$ cat src/rtl/prog_load_sequencer.sv
// Boot loader: clears instr memory, streams prog_len words to base_addr+i, holds CPU in reset, then releases it.
// Latency: write strobe 1 cycle after each handshake; done/cpu_reset release RST_CYCLES+1 cycles after last handshake.
// Backpressure: in_ready high only in LOAD; in_valid low stalls LOAD indefinitely. Optional macro PROG_LOAD_CHECKSUM_EN.
module prog_load_sequencer #(
  parameter int ADDR_W     = 32,
  parameter int DATA_W     = 16,
  parameter int CLR_CYCLES = 1,
  parameter int RST_CYCLES = 2
) (
  input  logic              clk,
  input  logic              reset,
  input  logic              start,
  input  logic [ADDR_W-1:0] base_addr,
  input  logic [15:0]       prog_len,
  input  logic              in_valid,
  input  logic [DATA_W-1:0] in_data,
  output logic              in_ready,
  output logic              fm_rst,
  output logic              fm_write_enable,
  output logic [ADDR_W-1:0] fm_write_addr,
  output logic [DATA_W-1:0] fm_write_data,
  output logic              cpu_reset,
  output logic              busy,
  output logic              done,
  output logic [15:0]       words_loaded,
  output logic [15:0]       checksum
);

  typedef enum logic [2:0] {S_IDLE, S_CLEAR, S_LOAD, S_HOLD, S_RUN} state_t;

  localparam logic [15:0] CLR_LAST = 16'(CLR_CYCLES - 1);
  localparam logic [15:0] RST_LAST = 16'(RST_CYCLES - 1);

  state_t              r_state;
  state_t              w_state_nxt;
  logic [15:0]         r_cnt;
  logic [ADDR_W-1:0]   r_base;
  logic [15:0]         r_len;
  logic [15:0]         r_words;
  logic                r_fm_rst;
  logic                r_we;
  logic [ADDR_W-1:0]   r_addr;
  logic [DATA_W-1:0]   r_data;
  logic                r_cpu_reset;
  logic                r_busy;
  logic                r_done;
  logic                w_start_ok;
  logic                w_hs;
  logic                w_last;
  logic                w_fm_rst_nxt;
  logic                w_cpu_reset_nxt;
  logic                w_busy_nxt;
  logic                w_done_nxt;

  // start is only honoured between sessions; a handshake needs LOAD state
  assign w_start_ok = start && ((r_state == S_IDLE) || (r_state == S_RUN));
  assign w_hs       = in_valid && (r_state == S_LOAD);
  assign w_last     = w_hs && ((r_words + 16'd1) == r_len);

  // State register; the phase counter restarts on every state change
  always_ff @(posedge clk) begin
    if (!reset) begin
      r_state <= S_IDLE;
      r_cnt   <= '0;
    end else begin
      r_state <= w_state_nxt;
      r_cnt   <= (w_state_nxt != r_state) ? 16'd0 : r_cnt + 16'd1;
    end
  end

  // Next-state decode
  always_comb begin
    w_state_nxt = r_state;
    case (r_state)
      S_IDLE:  if (w_start_ok) w_state_nxt = S_CLEAR;
      S_CLEAR: if (r_cnt == CLR_LAST) w_state_nxt = (r_len == 16'd0) ? S_HOLD : S_LOAD;
      S_LOAD:  if (w_last) w_state_nxt = S_HOLD;
      S_HOLD:  if (r_cnt == RST_LAST) w_state_nxt = S_RUN;
      S_RUN:   if (w_start_ok) w_state_nxt = S_CLEAR;
      default: w_state_nxt = S_IDLE;
    endcase
  end

  // Output decode from the upcoming state so that every control output is a flop
  always_comb begin
    w_fm_rst_nxt    = (w_state_nxt == S_CLEAR);
    w_busy_nxt      = (w_state_nxt == S_CLEAR) || (w_state_nxt == S_LOAD) || (w_state_nxt == S_HOLD);
    w_cpu_reset_nxt = (w_state_nxt != S_RUN);
    w_done_nxt      = (w_state_nxt == S_RUN) && (r_state != S_RUN);
  end

  // Registered control outputs, write port and session bookkeeping
  always_ff @(posedge clk) begin
    if (!reset) begin
      r_fm_rst    <= 1'b0;
      r_cpu_reset <= 1'b1;
      r_busy      <= 1'b0;
      r_done      <= 1'b0;
      r_we        <= 1'b0;
      r_addr      <= '0;
      r_data      <= '0;
      r_base      <= '0;
      r_len       <= '0;
      r_words     <= '0;
    end else begin
      r_fm_rst    <= w_fm_rst_nxt;
      r_cpu_reset <= w_cpu_reset_nxt;
      r_busy      <= w_busy_nxt;
      r_done      <= w_done_nxt;
      r_we        <= w_hs;
      // Address/data hold their last value between strobes
      if (w_hs) begin
        r_addr <= r_base + ADDR_W'(r_words);
        r_data <= in_data;
      end
      if (w_start_ok) begin
        r_base  <= base_addr;
        r_len   <= prog_len;
        r_words <= '0;
      end else if (w_hs) begin
        r_words <= r_words + 16'd1;
      end
    end
  end

`ifdef PROG_LOAD_CHECKSUM_EN
  logic [15:0] r_sum;

  // Running wrapping sum, updated alongside each write and cleared by start
  always_ff @(posedge clk) begin
    if (!reset) begin
      r_sum <= '0;
    end else if (w_start_ok) begin
      r_sum <= '0;
    end else if (w_hs) begin
      r_sum <= r_sum + 16'(in_data);
    end
  end

  assign checksum = r_sum;
`else
  assign checksum = 16'd0;
`endif

  assign in_ready        = (r_state == S_LOAD);
  assign fm_rst          = r_fm_rst;
  assign fm_write_enable = r_we;
  assign fm_write_addr   = r_addr;
  assign fm_write_data   = r_data;
  assign cpu_reset       = r_cpu_reset;
  assign busy            = r_busy;
  assign done            = r_done;
  assign words_loaded    = r_words;

endmodule

$ cat config.mk
export PLATFORM = sky130hd
export DESIGN_NAME = prog_load_sequencer
export DESIGN_NICKNAME = d
export VERILOG_FILES = /design/src/rtl/prog_load_sequencer.sv
export SDC_FILE = /design/constraint.sdc
export NUM_CORES = 1
export LEC_CHECK = 0
export CELL_PAD_IN_SITES_DETAIL_PLACEMENT = 1
export CELL_PAD_IN_SITES_GLOBAL_PLACEMENT = 1
export CORE_AREA = 8 8 152 154
export DETAILED_ROUTE_END_ITERATION = 10
export DIE_AREA = 0 0 160 162
export PLACE_DENSITY = 0.75
export SLEW_MARGIN = 40
export SYNTH_ARGS = -nofsm -noshare
export SYNTH_HDL_FRONTEND = slang
export SYNTH_SLANG_ARGS = --single-unit
$ cat constraint.sdc
create_clock -name clk -period 2.76 [get_ports clk]
set_input_delay 0.552 -clock clk [delete_from_list [all_inputs] [get_ports clk]]
set_output_delay 0.552 -clock clk [all_outputs]
set_load 0.005 [all_outputs]
==> reports/metrics.cfg <==
[finish]
nFillCells=2525
drive_above_1_share=0.08084
final_nets=1078
areaGrowthSynthToFinish_pct=37.02
n_antenna_cell=0
stdcell_area_um2=9138
final_util=0.4416

[yosys]
postSynthAreaPerCell_um2=7.920
synth-warning-count=0
synth-compound-area-share=0.1659
synthXorXnorAreaFrac=0.09062
synth_fa_ha_area_frac=0.04053
seq_area_frac_synth=0.4083
ys_ff_latch=136
synth.area.top_cells=dfxtp_1, nand2_1, a21oi_1
netlist.area_leader.share=0.4083
syn_area_um2=6669
yosysUniqueCellTypes=53
synth_edf_count=0
synthMuxAreaShare=0
syn_inst=842
async_reset_ff_frac=0
yosys_most_used_dff=dfxtp_1
synth_top_area_cell=dfxtp_1
synth_top_family_by_area=simple AND/OR/NAND/NOR gates
synth_simple_gate_area_share=0.2407

[global_route]
use_met2=0.2843
track_usage=0.1641
grt_pass1_wl_um=34540
grt_use_met1=0.1964
grt_pass1_vias=6563
antenna_found_initial=0
met3_usage=0.03999
grt_max_degree=78
globalRoute.busiestLayer=met2
grt_remaining_overflow=0

[die]
fp.dieW_um=160
dieArea_um2=25920
ioPinCount=154
initial_core_util=0.3223
die_h_um=162
core_area_um2=20690
num_rows=53

[clock_network]
root_buffer=clkbuf_16
htree_levels=4
clock_sinks=136
cts_tree=built
cts_buffers=17
clkTransAtPathRegs_ps=60
cts_setup_buffers=0
clock_latency_ps=420
clock_path_buffers=2

[critical_path]
critPathKind=reg2reg
path_cells=ha_2 -> inv_1 -> fa_1 -> nand2b_4 -> a21oi_2 -> o21ai_0 -> a211o_1 -> a2111oi_2 -> xnor2_1 -> o21ai_0
path_common_cell=o21ai_0
cp-start-kind=register
setup.worst_path.end_class=register
slowest_stage=a2111oi_2
worst_path_largest_cell_delay_ps=440
path_max_fanout=3
crit_required_ps=3050
cp.arrival_ps=2940

[pwr]
clkPwrFrac=0.457
intPower_uw=4067
power_leakage_uw=0.003412
p_sw_uw=1436
vdd_ir_drop_max_mv=0.3198
power.total_uw=5503
power_frac_seq=0.397
swShare=0.2610
p_per_area_nw_per_um2=602.2
p_comb_frac=0.146

[sta]
timing.fmax_mhz=377.5
min_period_ps=2649
hold_viol_final=0
min_period_over_period=0.9598
drv_slew=0
finalClockSkew_ps=7.391
max_slew_margin=0.5722
setup_viol=0
worstMarginPinSlew_ps=641.7
rsz0062_at_grt=yes

[routing]
antenna_left=0
drtIter0Drc=290
via_count=6351
via_per_inst=4.973
dr.pass1.iters=4
drc=0
avgRoutedWirePerCell_um=16.95
totalWireLength_um=21650

[job]
drv_cap=0

[place]
gp_congestion=0.8312
dpl.hpwl_um=15920
io_buffers=137
place_area_um2=8447

[min_path]
hold_class=reg2reg

[status]
status=finished clean

==> worst max-delay path, delay by kind of cell (launching register included) <==
kind	cells	cell delay [ps]
compound gates	5	1190
xor+xnor	1	160
fa+ha+maj	2	590
buf+inv	1	60
flops	1	350
simple gates	1	170
==> cell type report <==
type	count	area (um^2)	share of cell area
inverter	20	75.07	0.008216
tap	275	344.1	0.03766
timing repair buffer	170	1657	0.1813
multi-input combinational	644	3689	0.4037
clock inverter	15	225.2	0.02465
clock buffer	17	425.4	0.04656
sequential	136	2723	0.2980
==> final timing paths <==
kind              depth (start not counted)  slack (ps)                 to        startpoint
setup / recovery                         10         110  fm_write_addr[28]   words_loaded[0]
hold / removal                            2         450   fm_write_data[9]  fm_write_data[9]
setup reg to reg                         10         110  fm_write_addr[28]   words_loaded[0]
hold reg to reg                           2         450   fm_write_data[9]  fm_write_data[9]
==> logic make-up after synthesis <==
kind of cell	Yosys count
AO/OA/AOI/OAI	192
XOR/XNOR	69
adder cells (fa/ha/maj)	21
buffers and inverters	77
flip-flops	136
other	1
AND/OR/NAND/NOR	346
==> layout by cell type (no fill, tap or decap), types with 10 or more instances in the layout <==
cell	n
nand4_1	16
buf_4	30
clkbuf_16	17
xnor2_1	44
dfxtp_1	136
o21ai_0	33
nand2_1	186
nor3_1	25
nand3_1	19
and3_1	11
ha_1	19
a21oi_1	108
inv_1	19
clkdlybuf4s50_1	137
conb_1	16
nor4_1	10
nor2_1	37
xor2_1	25
==> sequential cells by signal, indices dropped and copies added, names as in the netlist <==
name,count
busy,1
cpu_reset,1
done,1
fm_rst,1
fm_write_addr,32
fm_write_data,16
fm_write_enable,1
r_base,32
r_cnt,16
r_len,16
r_state,3
words_loaded,16
==> timing repair <==
item / CTS / global route
cloned: 0 / 0
hold buffers: 0 / 0
setup endpoints to repair: 1 / 6
gates resized for setup: 1 / 8
pin swaps: 0 / 1
==> power by group through the flow <==
stage	clock (uW)	sequential, uW	combinational (uW)
final	2520	2190	802
after global routing	2660	2200	894
after CTS	2570	2180	813
after detailed placement	0	2230	807
after global placement	0	2220	788
after floorplan	0	2200	457
==> through the flow <==
stage	worst slack, ps	instances	hold WS, ps	TNS [ps]
6_report	110.9	1277	451.5	0
5_1_grt	-24.22	1277	478.0	-45.51
4_1_cts	14.09	1277	454.8	0
3_5_place_dp	-15.56	1245	446.5	-15.56
3_3_place_gp	61.57	1245	440.7	0
2_1_floorplan	8.441	857	440.0	0
==> synthesized netlist by cell type, types with 2 or more instances <==
| library cell | n |
|---|---|
| nand4_1 | 16 |
| nor2b_1 | 3 |
| a31oi_1 | 6 |
| a22o_1 | 2 |
| buf_1 | 5 |
| nand2_1 | 186 |
| inv_1 | 20 |
| o21ai_0 | 33 |
| and3_1 | 11 |
| xnor2_1 | 44 |
| o22ai_1 | 2 |
| dfxtp_1 | 136 |
| nor4_1 | 10 |
| o21a_1 | 2 |
| clkbuf_1 | 35 |
| o211ai_1 | 7 |
| o21bai_1 | 2 |
| or3_1 | 6 |
| nor3b_1 | 7 |
| a21oi_1 | 109 |
| nor3_1 | 25 |
| buf_4 | 16 |
| xor2_1 | 25 |
| nor2_1 | 37 |
| a211oi_1 | 8 |
| a211o_1 | 5 |
| nor4b_1 | 2 |
| and4_1 | 3 |
| and2_1 | 7 |
| ha_1 | 20 |
| nand3_1 | 19 |
| nand2b_1 | 7 |
| a21o_1 | 6 |
==> per-layer routing <==
layer / vias up / wire [um]
met5: - / 0
li1: 3157 / -
met4: 0 / 353
met2: 117 / 10670
met1: 3054 / 9720
met3: 23 / 900
Note: power is estimated with default switching activity, not from simulation.
